<file path="src/rtl/perf_sample_writer.sv">
// perf_sample_writer
// ------------------
// Sampling engine on the trigger side of the perf counter block. An accepted
// trigger captures a snapshot of the commit PC, the cycle and instret counters,
// and the generic counters. The snapshot is written as one RecordWords x 64-bit
// record into a memory-mapped ring buffer, through a req/gnt store port that is
// arbitrated into the D-cache.
//
// Record layout (one 64-bit word per store):
//   w0 = {seq[31:0], 28'b0, src[3:0]}, w1 = pc, w2 = cycle, w3 = instret,
//   w4+k = generic counter k
// Word address = base + (wr_ptr*RecordWords + w)*8, computed modulo 2^64.
//
// Optional feature: define PERF_SAMPLE_IRQ_EN to build the ring-wrap interrupt.
// When it is not defined, irq_o is tied low and no wrap detection is built.
//
// Ports:
//   clk_i, rst_ni        clock; asynchronous active-low reset
//   enable_i             sampling enabled
//   debug_mode_i         core in debug mode; triggers are ignored
//   trigger_i            single-cycle sample request
//   trigger_src_i        0=cycle, 1=instret, 2.. = generic counter index + 1
//   pc_i, cycle_count_i, instr_count_i, counters_i   snapshot sources
//   base_addr_i          ring base address, 8-byte aligned
//   ring_clr_i           clear wr_ptr, seq and dropped (honoured in IDLE only)
//   mem_req_o/mem_gnt_i  store handshake; mem_addr_o/mem_wdata_o/mem_be_o payload
//   busy_o               record in flight
//   sample_done_o        one-cycle pulse after the final word is accepted
//   wr_ptr_o             next ring slot
//   dropped_o            triggers lost while busy (saturating)
//   irq_o                ring-wrap interrupt
module perf_sample_writer #(
  parameter int NumCounters = 6,
  parameter int RingEntries = 64
) (
  input  logic                          clk_i,
  input  logic                          rst_ni,
  input  logic                          enable_i,
  input  logic                          debug_mode_i,
  input  logic                          trigger_i,
  input  logic [3:0]                    trigger_src_i,
  input  logic [63:0]                   pc_i,
  input  logic [63:0]                   cycle_count_i,
  input  logic [63:0]                   instr_count_i,
  input  logic [NumCounters*64-1:0]     counters_i,
  input  logic [63:0]                   base_addr_i,
  input  logic                          ring_clr_i,
  output logic                          mem_req_o,
  input  logic                          mem_gnt_i,
  output logic [63:0]                   mem_addr_o,
  output logic [63:0]                   mem_wdata_o,
  output logic [7:0]                    mem_be_o,
  output logic                          busy_o,
  output logic                          sample_done_o,
  output logic [$clog2(RingEntries)-1:0] wr_ptr_o,
  output logic [31:0]                   dropped_o,
  output logic                          irq_o
);

  localparam int RecordWords = NumCounters + 4;
  localparam int PtrW        = $clog2(RingEntries);
  localparam int WordW       = $clog2(RecordWords);

  typedef enum logic {
    IDLE  = 1'b0,
    WRITE = 1'b1
  } state_e;

  state_e state_q, state_d;

  // Control state
  logic [WordW-1:0] word_q;
  logic [PtrW-1:0]  wr_ptr_q;
  logic [31:0]      seq_q;
  logic [31:0]      dropped_q;
  logic             done_q;

  // Snapshot captured on the accepting edge
  logic [63:0]                       pc_p0;
  logic [63:0]                       cycle_p0;
  logic [63:0]                       instr_p0;
  logic [NumCounters-1:0][63:0]      cnt_p0;
  logic [3:0]                        src_p0;
  logic [63:0]                       base_p0;
  logic [31:0]                       seq_p0;

  logic        accept;
  logic        last_gnt;
  logic        clr_idle;
  logic        drop;
  logic [63:0] word_mux;
  logic [63:0] slot_word;
  logic [63:0] word_addr;

  assign accept   = (state_q == IDLE) && trigger_i && enable_i && !debug_mode_i;
  assign last_gnt = (state_q == WRITE) && mem_gnt_i &&
                    (word_q == WordW'(RecordWords - 1));
  assign clr_idle = (state_q == IDLE) && ring_clr_i;
  // Any trigger seen while a record is in flight is lost, including the
  // final-grant cycle.
  assign drop     = (state_q == WRITE) && trigger_i;

  // ---------------------------------------------------------------- FSM
  always_ff @(posedge clk_i or negedge rst_ni) begin
    if (!rst_ni) state_q <= IDLE;
    else         state_q <= state_d;
  end

  always_comb begin
    state_d = state_q;
    case (state_q)
      IDLE:    if (accept)   state_d = WRITE;
      WRITE:   if (last_gnt) state_d = IDLE;
      default: state_d = IDLE;
    endcase
  end

  // Payload is forced to zero outside WRITE so the bus is quiet at reset
  // without resetting the snapshot registers.
  always_comb begin
    mem_req_o   = (state_q == WRITE);
    busy_o      = (state_q == WRITE);
    mem_be_o    = mem_req_o ? 8'hFF : 8'h00;
    mem_addr_o  = mem_req_o ? word_addr : 64'h0;
    mem_wdata_o = mem_req_o ? word_mux : 64'h0;
  end

  // ---------------------------------------------------------------- control
  always_ff @(posedge clk_i or negedge rst_ni) begin
    if (!rst_ni) begin
      word_q    <= '0;
      wr_ptr_q  <= '0;
      seq_q     <= '0;
      dropped_q <= '0;
      done_q    <= 1'b0;
    end else begin
      done_q <= last_gnt;

      if (accept || last_gnt)                     word_q <= '0;
      else if ((state_q == WRITE) && mem_gnt_i)   word_q <= word_q + WordW'(1);

      if (clr_idle)      wr_ptr_q <= '0;
      else if (last_gnt) wr_ptr_q <= wr_ptr_q + PtrW'(1);

      if (clr_idle)      seq_q <= '0;
      else if (last_gnt) seq_q <= seq_q + 32'd1;

      if (clr_idle)                          dropped_q <= '0;
      else if (drop && (dropped_q != '1))    dropped_q <= dropped_q + 32'd1;
    end
  end

  // ---------------------------------------------------------------- snapshot (p0)
  // A clear coinciding with an accepted trigger takes effect first, so the
  // record carries seq 0 (and lands in slot 0, since wr_ptr is cleared too).
  always_ff @(posedge clk_i) begin
    if (accept) begin
      pc_p0    <= pc_i;
      cycle_p0 <= cycle_count_i;
      instr_p0 <= instr_count_i;
      cnt_p0   <= counters_i;
      src_p0   <= trigger_src_i;
      base_p0  <= base_addr_i;
      seq_p0   <= ring_clr_i ? 32'h0 : seq_q;
    end
  end

  // ---------------------------------------------------------------- word select
  always_comb begin
    word_mux = 64'h0;
    if (word_q == WordW'(0))      word_mux = {seq_p0, 28'h0, src_p0};
    else if (word_q == WordW'(1)) word_mux = pc_p0;
    else if (word_q == WordW'(2)) word_mux = cycle_p0;
    else if (word_q == WordW'(3)) word_mux = instr_p0;
    else begin
      for (int k = 0; k < NumCounters; k++) begin
        if (word_q == WordW'(k + 4)) word_mux = cnt_p0[k];
      end
    end
  end

  assign slot_word = 64'(wr_ptr_q) * 64'(RecordWords) + 64'(word_q);
  assign word_addr = base_p0 + {slot_word[60:0], 3'b000};

  assign sample_done_o = done_q;
  assign wr_ptr_o      = wr_ptr_q;
  assign dropped_o     = dropped_q;

`ifdef PERF_SAMPLE_IRQ_EN
  // ---------------------------------------------------------------- wrap interrupt
  logic irq_q;

  always_ff @(posedge clk_i or negedge rst_ni) begin
    if (!rst_ni)                                                 irq_q <= 1'b0;
    else if (clr_idle)                                           irq_q <= 1'b0;
    else if (last_gnt && (wr_ptr_q == PtrW'(RingEntries - 1)))   irq_q <= 1'b1;
  end

  assign irq_o = irq_q;
`else
  assign irq_o = 1'b0;
`endif

endmodule

</file>
<file path="config.mk">
export PLATFORM = sky130hd
export DESIGN_NAME = perf_sample_writer
export DESIGN_NICKNAME = d
export VERILOG_FILES = /design/src/rtl/perf_sample_writer.sv
export SDC_FILE = /design/constraint.sdc
export NUM_CORES = 1
export LEC_CHECK = 0
export ABC_CLOCK_PERIOD_IN_PS = 51100
export BUFFER_PORTS_ARGS = -buffer_cell sky130_fd_sc_hd__buf_2
export CAP_MARGIN = 25
export CORE_MARGIN = 8
export CORE_UTILIZATION = 25
export CTS_CLUSTER_DIAMETER = 100
export CTS_CLUSTER_SIZE = 40
export DETAILED_ROUTE_END_ITERATION = 16
export PLACE_DENSITY_LB_ADDON = 0.1
export SLEW_MARGIN = 25
export SYNTH_ARGS = -nofsm -noshare
export SYNTH_HDL_FRONTEND = slang
export SYNTH_SLANG_ARGS = --single-unit
</file>
<file path="constraint.sdc">
create_clock -name clk_i -period 51.1 [get_ports clk_i]
set_clock_uncertainty 0.05 [all_clocks]
set_input_delay 12.775 -clock clk_i [delete_from_list [all_inputs] [get_ports clk_i]]
set_output_delay 12.775 -clock clk_i [all_outputs]
set_load 0.01 [all_outputs]
</file>
==> run_summary.xml, run 1 <==
<?xml version="1.0" encoding="UTF-8"?>
<metrics>
  <group name="yosys">
    <metric name="yosys_warnings" unit="">0</metric>
    <metric name="number_of_unique_standard_cell_types_used_by_synthesis" unit="">82</metric>
    <metric name="cell_accounting_for_the_most_synthesized_area" unit="">sky130_fd_sc_hd__edfxtp_1</metric>
    <metric name="post-synth-top-count-cell" unit="">sky130_fd_sc_hd__edfxtp_1</metric>
    <metric name="synth.top_cells.by_count" unit="">sky130_fd_sc_hd__edfxtp_1, sky130_fd_sc_hd__nand2_1, sky130_fd_sc_hd__nor2_1, sky130_fd_sc_hd__a21oi_1, sky130_fd_sc_hd__o21ai_0</metric>
    <metric name="synthesis.area" unit="sq um">31800</metric>
    <metric name="synth.avg_cell_area" unit="sq um">13.8</metric>
    <metric name="number_of_synthesized_register_bits" unit="">752</metric>
    <metric name="netlist_instances" unit="">2298</metric>
    <metric name="synth_edf_count" unit="">676</metric>
    <metric name="synth_area_leaders" unit="">sky130_fd_sc_hd__edfxtp_1, sky130_fd_sc_hd__dfrtp_1, sky130_fd_sc_hd__a221oi_1</metric>
    <metric name="ys_seq_area_share" unit="%">69.9</metric>
    <metric name="proportion_of_register_bits_with_asynchronous_set_or_reset_after_synthesis" unit="%">10.1</metric>
    <metric name="synth_largest_type_area_fraction" unit="%">63.9</metric>
    <metric name="synth_top_flop_cell" unit="">sky130_fd_sc_hd__edfxtp_1</metric>
  </group>
  <group name="pwr">
    <metric name="totalPowerFinal" unit="W">0.00174</metric>
    <metric name="power_density" unit="nW/um^2">44.4</metric>
    <metric name="total_leakage_power" unit="nW">14.5</metric>
    <metric name="worst_ir_drop_vdd" unit="mV">0.0300</metric>
  </group>
  <group name="clock_tree">
    <metric name="post_cts_setup_buffer_count" unit="">0</metric>
    <metric name="clock_tree.buffer_depth" unit="">3</metric>
    <metric name="hold_buffer_count_at_cts" unit="">0</metric>
    <metric name="root_buffer" unit="">sky130_fd_sc_hd__clkbuf_16</metric>
    <metric name="cts_buffers" unit="">38</metric>
    <metric name="htreeDepth" unit="">2</metric>
    <metric name="ctsResizeCount" unit="">0</metric>
    <metric name="worstSkewPairLatency" unit="ps">620</metric>
    <metric name="path_clk_slew" unit="ps">90</metric>
    <metric name="clock_sinks" unit="">752</metric>
    <metric name="tritoncts_clock_tree" unit="">yes</metric>
  </group>
  <group name="hold_path">
    <metric name="min-delay-path-class" unit="">reg -&gt; reg</metric>
  </group>
  <group name="detailed_routing">
    <metric name="total_number_of_vias" unit="">23500</metric>
    <metric name="ant_nets" unit="">0</metric>
    <metric name="wl" unit="mm">130</metric>
    <metric name="post_drt_wl_per_cell" unit="um">27.2</metric>
    <metric name="drt_iter0_drc" unit="">2028</metric>
    <metric name="avgViaCountPerCell" unit="">4.93</metric>
    <metric name="detailed_route_drc_error_count" unit="">0</metric>
    <metric name="detail_route.first_pass.iterations" unit="">5</metric>
  </group>
  <group name="outcome">
    <metric name="status" unit="">completed</metric>
  </group>
  <group name="floorplanning">
    <metric name="placeableCoreArea" unit="sq um">126000</metric>
    <metric name="floorplan.die.height" unit="um">372</metric>
    <metric name="row_count" unit="">130</metric>
    <metric name="initial_core_util" unit="%">25.2</metric>
    <metric name="top_level_ports" unit="">829</metric>
    <metric name="dieArea" unit="sq um">139000</metric>
    <metric name="chipWidth" unit="um">372</metric>
  </group>
  <group name="place">
    <metric name="io_buffers" unit="">827</metric>
    <metric name="dpl-instance-area" unit="sq um">37700</metric>
    <metric name="detailedPlacementHpwl" unit="mm">94.0</metric>
    <metric name="numPlacedInstances" unit="">4651</metric>
    <metric name="gp_routability_congestion" unit="">0.848</metric>
    <metric name="dpl_worst_slack" unit="ps">33020</metric>
  </group>
  <group name="sta">
    <metric name="tns" unit="ps">0</metric>
    <metric name="final-hold-violation-count" unit="">0</metric>
    <metric name="upper_clock_frequency_limit" unit="MHz">54.4</metric>
    <metric name="relSlewSlack" unit="%">32.6</metric>
    <metric name="worst_slack" unit="ps">32730</metric>
    <metric name="transition_at_the_pin_with_the_smallest_max_transition_slack" unit="ps">1010</metric>
    <metric name="layout_worst_path_cycle_share" unit="%">35.9</metric>
    <metric name="fin_crit" unit="ps">18370</metric>
    <metric name="timing_max_transition_violations_final" unit="">0</metric>
    <metric name="setup_violations" unit="">0</metric>
    <metric name="rsz0062_at_grt" unit="">no</metric>
  </group>
  <group name="setup_path">
    <metric name="timing.critical_path.from_type" unit="">flip-flop</metric>
    <metric name="crit_path_class" unit="">reg -&gt; out</metric>
    <metric name="worst_ep_required_time" unit="ps">38270</metric>
    <metric name="critical_path.most_common_cell" unit="">sky130_fd_sc_hd__ha_1</metric>
    <metric name="crit_fanout" unit="">31</metric>
    <metric name="critPathBufInv" unit="">2</metric>
    <metric name="cp_data_arrival_time" unit="ps">5540</metric>
    <metric name="slowest_delay" unit="ps">850</metric>
    <metric name="timing.critical_path.cells" unit="">ha_1, ha_1, inv_1, fa_1, nor3_1, nand2_1, o21ai_0, ha_1, and2_1, a221oi_2, and4_2, nor4_1, mux2i_1, buf_2</metric>
    <metric name="crit_path_end_kind" unit="">output pin</metric>
    <metric name="worst_path_dominant_cell_family" unit="">simple AND/OR/NAND/NOR gates</metric>
    <metric name="cpMaxStageDelayCell" unit="">sky130_fd_sc_hd__and4_2</metric>
  </group>
  <group name="cells_and_area">
    <metric name="fillerInstances" unit="">12800</metric>
    <metric name="multi_input_comb_area" unit="sq um">8920</metric>
    <metric name="drive_above_1_share" unit="%">31.6</metric>
    <metric name="area_overhead_vs_synth" unit="%">23.4</metric>
    <metric name="final_nets" unit="">3727</metric>
    <metric name="fin_cells" unit="">4773</metric>
    <metric name="seqCellArea" unit="sq um">22200</metric>
    <metric name="fin_area" unit="sq um">39200</metric>
  </group>
  <group name="grt">
    <metric name="first_global_vias" unit="">23900</metric>
    <metric name="number_of_antenna_violations_at_the_first_check_in_global_routing" unit="">97</metric>
    <metric name="grt-ovfl-total" unit="">0</metric>
    <metric name="first_pass_grt_wire_length" unit="mm">178</metric>
    <metric name="grt_start_max_net_pins" unit="">174</metric>
    <metric name="globalRouteTotalUtil" unit="%">17.6</metric>
  </group>
  <group name="run">
    <metric name="max_cap_viol_count" unit="">0</metric>
  </group>
</metrics>
[area by class of cell]
type | count | area share, %
Clock inverter | 27 | 0.891
Tap cell | 1650 | 5.27
Sequential cell | 752 | 56.6
Multi-Input combinational cell | 1367 | 22.8
Inverter | 24 | 0.230
Clock buffer | 42 | 2.52
Timing Repair Buffer | 859 | 11.3
Antenna cell | 52 | 0.332
[per-stage QoR]
stage / hold slack, ps / utilization [%]
2_1_floorplan: 398 / -
3_3_place_gp: 425 / 29.9
3_5_place_dp: 442 / 29.9
4_1_cts: 459 / 31.0
5_1_grt: 481 / 31.1
6_report: 447 / 31.1
[routing by layer]
metal	part of all wire [%]	vias to the layer above	GRT usage [%]
met1	40	11800	21.3
li1	-	10600	-
met4	3.0	40	6.29
met2	50	884	30.2
met5	0.18	-	0
met3	7.4	197	4.70
[worst paths after layout]
| check | endpoint | depth (start not counted) | start | slack (ps) |
|---|---|---|---|---|
| max | mem_addr_o[57] | 14 | wr_ptr_o[1]$_DFFE_PN0P_ | 32730 |
| min | seq_q[25]$_DFFE_PN0P_ | 1 | seq_q[25]$_DFFE_PN0P_ | 450 |
| max reg2reg | cnt_p0[111]$_DFFE_PP_ | 6 | busy_o$_DFF_PN0_ | 46030 |
| min reg2reg | seq_q[25]$_DFFE_PN0P_ | 1 | seq_q[25]$_DFFE_PN0P_ | 450 |
| max in group asynchronous | busy_o$_DFF_PN0_ | 2 | rst_ni | 38140 |
| min in group asynchronous | dropped_o[0]$_DFFE_PN0P_ | 1 | rst_ni | 11900 |
[cells by family after synthesis]
logic type      share of synthesized area (%)
other cells                            0.0118
buf+inv                                  2.40
fa+ha+maj                                1.41
mux                                     0.599
xor+xnor                                 1.13
simple gates                             10.1
flops                                    69.9
compound gates                           14.4
[state kept, by name, summed over array words and instances, names as in the netlist, 4 cells and up]
signal,flops
cnt_p0,384
base_p0,64
cycle_p0,64
instr_p0,64
pc_p0,64
dropped_o,32
seq_p0,32
seq_q,32
wr_ptr_o,6
src_p0,4
word_q,4
[layout by cell type (no fill, tap or decap), drive strengths merged, types with 5 or more instances in the layout]
master / n
buf: 859
edfxtp: 676
nand2: 149
nor2: 144
a21oi: 138
o21ai: 136
a221oi: 102
dfrtp: 76
a22oi: 61
diode: 52
nand3: 49
nand2b: 47
clkbuf: 42
o211ai: 41
nand4: 40
inv: 40
o221ai: 36
a21o: 35
nor2b: 35
ha: 31
a221o: 28
o31ai: 27
or3: 26
or4: 25
xor2: 21
xnor2: 20
nor4: 20
mux2i: 19
nor3: 19
and3: 16
o41ai: 13
and2: 11
and4: 11
clkinv: 8
a2111o: 7
nand3b: 7
o311ai: 6
and3b: 5
[report_power, final]
group	switching [W]	internal, W
registers	0.0000244	0.000703
clock network	0.000232	0.000160
logic	0.000418	0.000205
total	0.000675	0.00107
No activity file was read; power rests on OpenSTA's default activity.
==> run 2: changes to the inputs <==
--- a/config.mk
+++ b/config.mk
@@ -5,7 +5,7 @@
 export SDC_FILE = /design/constraint.sdc
 export NUM_CORES = 1
 export LEC_CHECK = 0
-export ABC_CLOCK_PERIOD_IN_PS = 51100
+export ABC_CLOCK_PERIOD_IN_PS = 16540
 export BUFFER_PORTS_ARGS = -buffer_cell sky130_fd_sc_hd__buf_2
 export CAP_MARGIN = 25
 export CORE_MARGIN = 8
==> constraint.sdc (replaced) <==
create_clock -name clk_i -period 16.54 [get_ports clk_i]
set_clock_uncertainty 0.05 [all_clocks]
set_input_delay 4.135 -clock clk_i [delete_from_list [all_inputs] [get_ports clk_i]]
set_output_delay 4.135 -clock clk_i [all_outputs]
set_load 0.01 [all_outputs]
==> run 2 against run 1 <==
Combinational power grew to 3.1 times the previous value. Via count is 0.23% higher. Core utilization is 0.35 points higher. Critical path type unchanged. Critical endpoint is now mem_addr_o[36]. Largest power group unchanged. Highest routed layer unchanged.
==> run_summary.xml, run 2 (synthesis gave the netlist of run 1 again) <==
<?xml version="1.0" encoding="UTF-8"?>
<metrics>
  <group name="place">
    <metric name="detailedPlacementHpwl" unit="mm">95.2</metric>
    <metric name="dpl-instance-area" unit="sq um">37700</metric>
    <metric name="numPlacedInstances" unit="">4657</metric>
    <metric name="io_buffers" unit="">827</metric>
    <metric name="gp_routability_congestion" unit="">0.853</metric>
  </group>
  <group name="detailed_routing">
    <metric name="detailed_route_drc_error_count" unit="">0</metric>
    <metric name="total_number_of_vias" unit="">23600</metric>
    <metric name="drt_iter0_drc" unit="">1614</metric>
    <metric name="post_drt_wl_per_cell" unit="um">27.2</metric>
    <metric name="avgViaCountPerCell" unit="">4.94</metric>
    <metric name="detail_route.first_pass.iterations" unit="">5</metric>
    <metric name="wl" unit="mm">130</metric>
    <metric name="ant_nets" unit="">0</metric>
  </group>
  <group name="cells_and_area">
    <metric name="fin_area" unit="sq um">39600</metric>
    <metric name="fillerInstances" unit="">12800</metric>
    <metric name="layout.cells.most_common" unit="">sky130_fd_sc_hd__buf_2</metric>
    <metric name="area_overhead_vs_synth" unit="%">24.8</metric>
    <metric name="final_nets" unit="">3738</metric>
    <metric name="drive_above_1_share" unit="%">32.0</metric>
    <metric name="largest_register_ff_count" unit="">384</metric>
    <metric name="fin_cells" unit="">4772</metric>
    <metric name="max_flop_register" unit="">cnt_p0</metric>
    <metric name="most-common-layout-cells" unit="">sky130_fd_sc_hd__buf_2, sky130_fd_sc_hd__edfxtp_1, sky130_fd_sc_hd__nand2_1</metric>
  </group>
  <group name="clock_tree">
    <metric name="clock_tree.buffer_depth" unit="">3</metric>
    <metric name="root_buffer" unit="">sky130_fd_sc_hd__clkbuf_16</metric>
    <metric name="cts_buffers" unit="">41</metric>
    <metric name="hold_buffer_count_at_cts" unit="">0</metric>
    <metric name="worstSkewPairLatency" unit="ps">670</metric>
    <metric name="post_cts_setup_buffer_count" unit="">0</metric>
    <metric name="tritoncts_clock_tree" unit="">yes</metric>
    <metric name="htreeDepth" unit="">2</metric>
    <metric name="ctsResizeCount" unit="">0</metric>
    <metric name="path_clk_slew" unit="ps">90</metric>
    <metric name="clock_sinks" unit="">752</metric>
  </group>
  <group name="pwr">
    <metric name="worst_ir_drop_vdd" unit="mV">0.138</metric>
    <metric name="power_density" unit="nW/um^2">141</metric>
    <metric name="total_leakage_power" unit="nW">14.7</metric>
  </group>
  <group name="grt">
    <metric name="globalRouteTotalUtil" unit="%">17.7</metric>
    <metric name="number_of_antenna_violations_at_the_first_check_in_global_routing" unit="">87</metric>
    <metric name="first_pass_grt_wire_length" unit="mm">179</metric>
    <metric name="first_global_vias" unit="">24100</metric>
    <metric name="grt-ovfl-total" unit="">0</metric>
    <metric name="grt_start_max_net_pins" unit="">197</metric>
  </group>
  <group name="setup_path">
    <metric name="cp-startpoint" unit="">wr_ptr_o[1]$_DFFE_PN0P_</metric>
    <metric name="timing.critical_path.from_type" unit="">flip-flop</metric>
    <metric name="crit_fanout" unit="">32</metric>
    <metric name="cp_data_arrival_time" unit="ps">5100</metric>
    <metric name="worst_ep_required_time" unit="ps">12360</metric>
    <metric name="crit_path_class" unit="">reg -&gt; out</metric>
    <metric name="crit_path_end_kind" unit="">output pin</metric>
    <metric name="regToRegStartpoint" unit="">busy_o$_DFF_PN0_</metric>
  </group>
  <group name="sta">
    <metric name="tns" unit="ps">0</metric>
    <metric name="timing_max_transition_violations_final" unit="">0</metric>
    <metric name="rsz0062_at_grt" unit="">no</metric>
    <metric name="final-hold-violation-count" unit="">0</metric>
    <metric name="layout_worst_path_cycle_share" unit="%">56.1</metric>
    <metric name="upper_clock_frequency_limit" unit="MHz">108</metric>
    <metric name="fin_crit" unit="ps">9280</metric>
    <metric name="transition_at_the_pin_with_the_smallest_max_transition_slack" unit="ps">1020</metric>
    <metric name="setup_violations" unit="">0</metric>
    <metric name="relSlewSlack" unit="%">31.5</metric>
  </group>
  <group name="floorplanning">
    <metric name="chipWidth" unit="um">372</metric>
    <metric name="top_level_ports" unit="">829</metric>
    <metric name="row_count" unit="">130</metric>
    <metric name="dieArea" unit="sq um">139000</metric>
    <metric name="initial_core_util" unit="%">25.2</metric>
    <metric name="placeableCoreArea" unit="sq um">126000</metric>
    <metric name="floorplan.die.height" unit="um">372</metric>
  </group>
  <group name="outcome">
    <metric name="status" unit="">completed</metric>
  </group>
  <group name="hold_path">
    <metric name="hp-start" unit="">seq_q[25]$_DFFE_PN0P_</metric>
    <metric name="min-delay-path-class" unit="">reg -&gt; reg</metric>
  </group>
  <group name="run">
    <metric name="max_cap_viol_count" unit="">0</metric>
  </group>
</metrics>
==> run 2: cell count changes in the layout (fill, tap and decap cells not counted), moves of 3 or more <==
cell and delta:
sky130_fd_sc_hd__inv_16 +4, sky130_fd_sc_hd__inv_12 -3, sky130_fd_sc_hd__bufinv_16 +3, sky130_fd_sc_hd__clkinv_8 +3, sky130_fd_sc_hd__inv_6 -5, sky130_fd_sc_hd__clkinv_16 +8, sky130_fd_sc_hd__clkbuf_16 +3, sky130_fd_sc_hd__buf_4 +10
sky130_fd_sc_hd__diode_2 -16
==> run 2: where the power goes <==
group	total (W)	switching (W)	internal (W)	leakage (nW)
combinational	0.00195	0.00130	0.000646	6.69
sequential	0.00224	0.0000652	0.00217	7.17
clock	0.00141	0.000804	0.000602	0.817
==> run 2: metrics by stage <==
stage | hold slack [ps] | util (%) | power, W | worst slack [ps]
after floorplan | 398 | - | 0.00334 | 2840
after global placement | 423 | 29.9 | 0.00426 | 7650
after detailed placement | 441 | 30.0 | 0.00426 | 7900
after CTS | 454 | 31.3 | 0.00569 | 7120
after global routing | 469 | 31.5 | 0.00587 | 6920
final | 439 | 31.5 | 0.00559 | 7260
==> run 2: final timing paths <==
check / end / slack [ps] / cells after the start
setup reg to reg: cnt_p0[334]$_DFFE_PP_ / 11980 / 5
setup / recovery: mem_addr_o[36] / 7260 / 15
max in group asynchronous: busy_o$_DFF_PN0_ / 11940 / 2
hold / removal: seq_q[25]$_DFFE_PN0P_ / 440 / 1
hold reg to reg: seq_q[25]$_DFFE_PN0P_ / 440 / 1
min in group asynchronous: dropped_o[0]$_DFFE_PN0P_ / 3280 / 1
==> run 2: worst max-delay path: stages, from the launching register on <==
cell,delay [ps]
sky130_fd_sc_hd__dfrtp_1,480
sky130_fd_sc_hd__ha_1,340
sky130_fd_sc_hd__ha_1,220
sky130_fd_sc_hd__inv_1,70
sky130_fd_sc_hd__fa_1,450
sky130_fd_sc_hd__nor3b_1,360
sky130_fd_sc_hd__nand3b_1,150
sky130_fd_sc_hd__xor2_1,180
sky130_fd_sc_hd__ha_1,320
sky130_fd_sc_hd__a21oi_1,90
sky130_fd_sc_hd__o21ai_0,290
sky130_fd_sc_hd__a22oi_2,280
sky130_fd_sc_hd__buf_4,300
sky130_fd_sc_hd__or4_1,520
sky130_fd_sc_hd__a21oi_1,210
sky130_fd_sc_hd__buf_2,180
==> run 2: per-layer routing <==
layer | wire [um] | up-vias | GRT usage [%]
met5 | 168 | - | 0
met1 | 52900 | 11800 | 22.1
met3 | 8660 | 225 | 3.75
met2 | 64500 | 859 | 30.7
li1 | - | 10600 | -
met4 | 3750 | 26 | 5.09
==> run 2: layout make-up <==
cell class	count	area, sq um	share of cell area [%]
inverters	24	90.1	0.227
multi-input cells	1367	8930	22.5
well taps	1650	2060	5.21
clock inverters	33	684	1.73
repair buffers	867	4510	11.4
flip-flops and latches	752	22200	56.0
clock buffers	43	1050	2.66
diodes	36	90.1	0.227
